File: config.mk
export PLATFORM = sky130hd
export DESIGN_NAME = ofs_jtag_master_ctrl_flat
export DESIGN_NICKNAME = d
export VERILOG_FILES = /design/src/rtl/ofs_jtag_if.sv /design/src/rtl/ofs_jtag_master_ctrl.sv /design/src/flat_wrapper.sv
export SDC_FILE = /design/constraint.sdc
export NUM_CORES = 1
export LEC_CHECK = 0
export BUFFER_PORTS_ARGS = -buffer_cell sky130_fd_sc_hd__buf_4
export CORE_ASPECT_RATIO = 2
export CORE_MARGIN = 2
export CORE_UTILIZATION = 56
export DETAILED_ROUTE_END_ITERATION = 12
export PLACE_DENSITY_LB_ADDON = 0.2
export SYNTH_ARGS = -nofsm -noshare
export SYNTH_HDL_FRONTEND = slang
export SYNTH_SLANG_ARGS = --single-unit
export TNS_END_PERCENT = 100
File: constraint.sdc
create_clock -name clk -period 4.24 [get_ports clk]
set_clock_uncertainty 0.05 [all_clocks]
set_input_delay 0 -clock clk [delete_from_list [all_inputs] [get_ports clk]]
set_output_delay 0 -clock clk [all_outputs]
set_load 0.005 [all_outputs]
File: src/rtl/ofs_jtag_if.sv
// JTAG pin bundle between a scan master (source) and a TAP chain (sink).
interface ofs_jtag_if;
    logic tck;
    logic tckena;
    logic tms;
    logic tdi;
    logic tdo;

    modport source (output tck, output tckena, output tms, output tdi, input tdo);
    modport sink   (input tck, input tckena, input tms, input tdi, output tdo);
endinterface

File: src/rtl/ofs_jtag_master_ctrl.sv
// Host-side JTAG sequencer: turns queued scan commands into divided TCK cycles,
// walks the TAP, shifts TDI LSB-first and returns the captured TDO.
module ofs_jtag_master_ctrl #(
    parameter int DIV     = 2,
    parameter int MAX_LEN = 64,
    parameter int LEN_W   = $clog2(MAX_LEN + 1)
) (
    input  logic               clk,
    input  logic               rst_n,
    input  logic               cmd_valid,
    output logic               cmd_ready,
    input  logic [1:0]         cmd_op,
    input  logic [LEN_W-1:0]   cmd_len,
    input  logic [MAX_LEN-1:0] cmd_data,
    output logic               rsp_valid,
    input  logic               rsp_ready,
    output logic [MAX_LEN-1:0] rsp_data,
    output logic               busy,
    ofs_jtag_if.source         jtag
);
    localparam int DIV_W = (DIV > 1) ? $clog2(DIV) : 1;
    localparam int IDX_W = (MAX_LEN > 1) ? $clog2(MAX_LEN) : 1;

    localparam logic [1:0] OP_TAP_RESET = 2'd0;
    localparam logic [1:0] OP_IR        = 2'd1;
    localparam logic [1:0] OP_DR        = 2'd2;
    localparam logic [1:0] OP_RUN_IDLE  = 2'd3;

    localparam logic [LEN_W-1:0] L1 = LEN_W'(1);
    localparam logic [LEN_W-1:0] L5 = LEN_W'(5);

    typedef enum logic [2:0] {TLR_INIT, IDLE, PRE, SHIFT, POST, RESP} state_t;

    state_t             state, state_n, adv_state;
    logic [LEN_W-1:0]   cnt, cnt_n, adv_cnt;
    logic [DIV_W-1:0]   divcnt, divcnt_n;
    logic               tck, tck_n, tckena, tckena_n, tms, tms_n, tdi, tdi_n;
    logic [1:0]         op, op_n;
    logic [LEN_W-1:0]   len, len_n, len_clamped, pre_last;
    logic [MAX_LEN-1:0] data, data_n, rsp_data_n;
    logic               rsp_valid_n, tick, launch;

    // TMS/TDI for TCK cycle c of a state; applied at the start of its low phase.
    function automatic logic [1:0] pin_values(input state_t st, input logic [LEN_W-1:0] c,
                                              input logic [1:0] o, input logic [LEN_W-1:0] l,
                                              input logic [MAX_LEN-1:0] d);
        logic t;
        logic i;
        t = 1'b0;
        i = 1'b0;
        case (st)
            TLR_INIT: t = (c < L5);
            PRE: begin
                case (o)
                    OP_IR:   t = (c < LEN_W'(2));
                    OP_DR:   t = (c == '0);
                    default: t = (c < L5);
                endcase
            end
            SHIFT: begin
                if (o != OP_RUN_IDLE) begin
                    t = (c == l - L1);
                    i = d[c[IDX_W-1:0]];
                end
            end
            POST:    t = (c == '0);
            default: t = 1'b0;
        endcase
        return {t, i};
    endfunction

    assign len_clamped = (cmd_len > LEN_W'(MAX_LEN)) ? LEN_W'(MAX_LEN) : cmd_len;
    assign pre_last    = (op == OP_TAP_RESET) ? L5 : (op == OP_IR) ? LEN_W'(3) : LEN_W'(2);
    assign tick        = (divcnt == DIV_W'(DIV - 1));

    // Where the sequence goes once the current TCK cycle's high phase completes.
    always_comb begin
        adv_state = state;
        adv_cnt   = cnt + L1;
        case (state)
            TLR_INIT: if (cnt == L5) adv_state = IDLE;
            PRE: begin
                if (cnt == pre_last) begin
                    adv_state = (op == OP_TAP_RESET) ? RESP : SHIFT;
                    adv_cnt   = '0;
                end
            end
            SHIFT: begin
                if (cnt == len - L1) begin
                    adv_state = (op == OP_RUN_IDLE) ? RESP : POST;
                    adv_cnt   = '0;
                end
            end
            POST:    if (cnt == L1) adv_state = RESP;
            default: adv_state = state;
        endcase
    end

    always_comb begin
        state_n     = state;
        cnt_n       = cnt;
        divcnt_n    = divcnt;
        tck_n       = tck;
        tckena_n    = tckena;
        tms_n       = tms;
        tdi_n       = tdi;
        op_n        = op;
        len_n       = len;
        data_n      = data;
        rsp_valid_n = rsp_valid;
        rsp_data_n  = rsp_data;
        launch      = 1'b0;
        case (state)
            IDLE: begin
                if (cmd_valid) begin
                    op_n       = cmd_op;
                    len_n      = len_clamped;
                    data_n     = cmd_data;
                    rsp_data_n = '0;
                    cnt_n      = '0;
                    if (cmd_op == OP_TAP_RESET)      state_n = PRE;
                    else if (len_clamped == '0)      state_n = RESP;
                    else if (cmd_op == OP_RUN_IDLE)  state_n = SHIFT;
                    else                             state_n = PRE;
                    if (state_n == RESP) rsp_valid_n = 1'b1;
                    else                 launch      = 1'b1;
                end
            end
            RESP: begin
                if (rsp_ready) begin
                    rsp_valid_n = 1'b0;
                    state_n     = IDLE;
                end
            end
            default: begin
                if (!tckena) begin
                    launch = 1'b1;
                end else if (!tick) begin
                    divcnt_n = divcnt + DIV_W'(1);
                end else if (!tck) begin
                    tck_n    = 1'b1;
                    divcnt_n = '0;
                    if (state == SHIFT && op != OP_RUN_IDLE)
                        rsp_data_n[cnt[IDX_W-1:0]] = jtag.tdo;
                end else begin
                    state_n  = adv_state;
                    cnt_n    = adv_cnt;
                    divcnt_n = '0;
                    tck_n    = 1'b0;
                    if (adv_state == RESP || adv_state == IDLE) begin
                        tckena_n    = 1'b0;
                        rsp_valid_n = (adv_state == RESP);
                    end else begin
                        launch = 1'b1;
                    end
                end
            end
        endcase
        if (launch) begin
            tck_n          = 1'b0;
            tckena_n       = 1'b1;
            divcnt_n       = '0;
            {tms_n, tdi_n} = pin_values(state_n, cnt_n, op_n, len_n, data_n);
        end
    end

    always_ff @(posedge clk or negedge rst_n) begin
        if (!rst_n) begin
            state     <= TLR_INIT;
            cnt       <= '0;
            divcnt    <= '0;
            tck       <= 1'b0;
            tckena    <= 1'b0;
            tms       <= 1'b1;
            tdi       <= 1'b0;
            op        <= OP_TAP_RESET;
            len       <= '0;
            data      <= '0;
            rsp_valid <= 1'b0;
            rsp_data  <= '0;
        end else begin
            state     <= state_n;
            cnt       <= cnt_n;
            divcnt    <= divcnt_n;
            tck       <= tck_n;
            tckena    <= tckena_n;
            tms       <= tms_n;
            tdi       <= tdi_n;
            op        <= op_n;
            len       <= len_n;
            data      <= data_n;
            rsp_valid <= rsp_valid_n;
            rsp_data  <= rsp_data_n;
        end
    end

    assign cmd_ready   = (state == IDLE);
    assign busy        = (state != IDLE);
    assign jtag.tck    = tck;
    assign jtag.tckena = tckena;
    assign jtag.tms    = tms;
    assign jtag.tdi    = tdi;
endmodule

File: src/flat_wrapper.sv
// flat-port wrapper written by rule: the top's interface ports become plain ports
module ofs_jtag_master_ctrl_flat 
#(
    parameter int DIV     = 2,
    parameter int MAX_LEN = 64,
    parameter int LEN_W   = $clog2(MAX_LEN + 1)
)
  (clk, rst_n, cmd_valid, cmd_ready, cmd_op, cmd_len, cmd_data, rsp_valid, rsp_ready, rsp_data, busy, jtag_tck, jtag_tckena, jtag_tms, jtag_tdi, jtag_tdo);
  ofs_jtag_if jtag_i ();
  input  logic clk;
  input  logic rst_n;
  input  logic cmd_valid;
  output logic cmd_ready;
  input  logic [1:0] cmd_op;
  input  logic [LEN_W-1:0] cmd_len;
  input  logic [MAX_LEN-1:0] cmd_data;
  output logic rsp_valid;
  input  logic rsp_ready;
  output logic [MAX_LEN-1:0] rsp_data;
  output logic busy;
  output wire logic [$bits(jtag_i.tck)-1:0] jtag_tck;
  output wire logic [$bits(jtag_i.tckena)-1:0] jtag_tckena;
  output wire logic [$bits(jtag_i.tms)-1:0] jtag_tms;
  output wire logic [$bits(jtag_i.tdi)-1:0] jtag_tdi;
  input wire logic [$bits(jtag_i.tdo)-1:0] jtag_tdo;
  assign jtag_tck = jtag_i.tck;
  assign jtag_tckena = jtag_i.tckena;
  assign jtag_tms = jtag_i.tms;
  assign jtag_tdi = jtag_i.tdi;
  assign jtag_i.tdo = jtag_tdo;
  ofs_jtag_master_ctrl #(.DIV(DIV), .MAX_LEN(MAX_LEN), .LEN_W(LEN_W)) u_core (.clk(clk), .rst_n(rst_n), .cmd_valid(cmd_valid), .cmd_ready(cmd_ready), .cmd_op(cmd_op), .cmd_len(cmd_len), .cmd_data(cmd_data), .rsp_valid(rsp_valid), .rsp_ready(rsp_ready), .rsp_data(rsp_data), .busy(busy), .jtag(jtag_i));
endmodule
==> out/metrics.yaml <==
timing:
  holdWs_ns: 0.0316
  fin_crit_sh: 0.932
  max_freq_ghz: 0.253
  setup_viol: 0
  rsz0062_at_grt: "false"
  period_needed_ns: 3.95
  slew_headroom: 0.437
  worst_slew_pin_slew_ns: 0.842
  fin_setup_tns_ns: 0
  layout_setup_ws_ns: 0.290
  drv_slew: 0
  hold_viol_final: 0
logic_synthesis:
  synthCells: 946
  ys_seq_elements: 153
  ys.flop_type: "dfrtp_1"
  yosysSeqAreaShare: 0.476
  yosysUniqueCellTypes: 69
  syn_nets: 1031
  ys_warn_count: 0
  synthesis.area_um2: 8050
  synth-edff-count: 0
  synthArstFlopShare: 1.00
  syn_avg_cell_area_um2: 8.51
power:
  p_leak_nw: 5.07
  ir_worst_vdd_mv: 0.374
  p_int_mw: 3.87
  power_density_nw_per_um2: 608
  p_sw_frac: 0.404
  pwr-share-seq: 0.330
  total_power_mw: 6.48
  clock_power_share: 0.237
  pwr-share-comb: 0.434
  p_switching_mw: 2.62
drt:
  drc: 0
  wirelength_mm: 25.4
  viasPerCell: 5.88
  drt_iter0_drc: 767
  postRouteAntennaNets: 0
  detail_route.first_pass.iterations: 8
  avgRoutedWirePerCell_um: 18.7
  vias: 7990
floorplan:
  core_area_um2: 14200
  die_area_um2: 15400
  start_util: 0.567
  boundaryPins: 149
  die_x_um: 88.8
  fp.dieH_um: 174
  rows: 62
global_route:
  grt_start_max_net_pins: 66
  grt.total_usage: 0.338
  antenna_found_initial: 1
  grt_pass1_vias: 7960
  overflow: 0
  grt_first_pass_wirelength_mm: 40.3
clock_network:
  clk_path_buf_depth: 2
  cts_resized: 0
  clock_latency_ns: 0.42
  cts_max_level: 4
  cts-root-buf: "clkbuf_16"
  cts_tree: "built"
  cts.clk_slew.worst_paths_ns: 0.06
  clock_sinks: 153
  cts_buffers: 17
  hold_buffers: 74
  cts_setup_buffers: 0
worst_setup_path:
  cp.required_ns: 4.52
  endpoint_kind: "flip-flop"
  path_delay_family: "compound AO/OA/AOI/OAI gates"
  cp_slowest_cell: "a2111oi_1"
  cp-start-kind: "flip-flop"
  crit_fanout: 13
  worstSetupPathType: "reg2reg"
  crit_buf_inv: 2
  cp_cell_sequence: "inv_1 > ha_1 > nor3b_2 > or3_1 > a31oi_1 > o21a_1 > a31oi_2 > o21ai_2 > inv_2 > nand2_1 > o221ai_1 > a2111oi_1 > a2111oi_2 > a41oi_1"
  slowest_delay_ns: 0.59
  worstPathArrival_ns: 4.23
placed_design:
  dp.cells: 1253
  place.gp.congestion: 0.942
  dpl_cell_area_um2: 9340
  post-place-ws_ns: 0.303
  dpl.hpwl_mm: 15.9
  port_buffers: 148
layout:
  design_area_um2: 10700
  mostFrequentLayoutCell: "nand2_1"
  final_cell_mix: "nand2_1, buf_4, dfrtp_1"
  fillers: 1044
  instances_no_fill: 1359
  nets: 1239
  final_util: 0.752
  area_growth_pct: 32.6
  layout-drive-gt1-share: 0.193
run:
  cap_violations: 0
worst_hold_path:
  hold_path_class: "in2reg"
run_status:
  status: "finished, final reports clean"
sequential cells by signal (all words and copies together) (netlist names):
register / flops
u_core.divcnt: 1
u_core.op: 2
u_core.rsp_valid: 1
u_core.cnt: 7
u_core.jtag.tms: 1
u_core.state: 3
u_core.jtag.tck: 1
u_core.jtag.tckena: 1
u_core.data: 64
u_core.len: 7
u_core.rsp_data: 64
u_core.jtag.tdi: 1
Yosys cell counts, types with 9 or more instances:
cell type / number / share of area
inv_1: 15 / 0.0070
xnor2_1: 9 / 0.0098
a31oi_1: 10 / 0.0078
mux2i_1: 31 / 0.039
a21oi_1: 86 / 0.053
nand2_1: 248 / 0.12
o21ai_0: 140 / 0.087
nor2b_1: 11 / 0.0086
buf_1: 10 / 0.0047
nor3_1: 18 / 0.011
nand3_1: 11 / 0.0068
dfrtp_1: 152 / 0.47
clkbuf_1: 33 / 0.015
nor2_1: 32 / 0.015
final timing paths:
kind | startpoint | endpoint | slack, ns | cells after the start
hold reg to reg | u_core.data[35]$_DFF_PN0_ | u_core.data[35]$_DFF_PN0_ | 0.42 | 2
max in group asynchronous | rst_n | u_core.rsp_data[52]$_DFFE_PN0P_ | 2.98 | 3
min in group asynchronous | rst_n | u_core.data[21]$_DFF_PN0_ | 0.07 | 2
setup reg to reg | u_core.len[0]$_DFF_PN0_ | u_core.jtag.tdi$_DFFE_PN0P_ | 0.29 | 14
hold / removal | cmd_len[5] | u_core.len[5]$_DFF_PN0_ | 0.03 | 4
setup / recovery | u_core.len[0]$_DFF_PN0_ | u_core.jtag.tdi$_DFFE_PN0P_ | 0.29 | 14
worst register-to-register path, cell delays in order (launching register included):
cell and delay, ns:
dfrtp_1 0.43, inv_1 0.07, ha_1 0.21, nor3b_2 0.17, or3_1 0.32, a31oi_1 0.18
o21a_1 0.39, a31oi_2 0.21, o21ai_2 0.39, inv_2 0.22, nand2_1 0.17, o221ai_1 0.14
a2111oi_1 0.59, a2111oi_2 0.11, a41oi_1 0.21
power groups by stage:
| stage | Sequential (mW) | Clock, mW | Combinational, mW |
|---|---|---|---|
| after global placement | 2.13 | 0 | 2.61 |
| after detailed placement | 2.15 | 0 | 2.67 |
| final | 2.14 | 1.53 | 2.81 |
| after floorplan | 2.05 | 0 | 1.99 |
| after global routing | 2.18 | 1.60 | 3.07 |
| after CTS | 2.13 | 1.54 | 2.75 |
layer usage:
metal / share of wire / track usage / vias up
met5: 0 / 0 / -
met4: 0.045 / 0.161 / 0
met3: 0.061 / 0.0562 / 98
met2: 0.49 / 0.534 / 367
met1: 0.40 / 0.447 / 3821
li1: - / - / 3704
cells by family after synthesis:
group,count (synthesis),synth area share
compound gates,286,0.204
xor+xnor,17,0.0185
fa+ha+maj,7,0.0109
buf+inv,75,0.0403
flops,153,0.476
mux,38,0.0483
simple gates,370,0.203
layout make-up:
cell class	count	area (um2)	area share
repair buffers	244	2020	0.189
inverters	20	80.1	0.00750
well taps	192	240	0.0225
clock inverters	12	140	0.0131
clock buffers	19	453	0.0424
diodes	1	2.50	0.000234
flip-flops and latches	153	3830	0.359
multi-input cells	718	3910	0.366
Note: power is estimated with default switching activity, not from simulation.
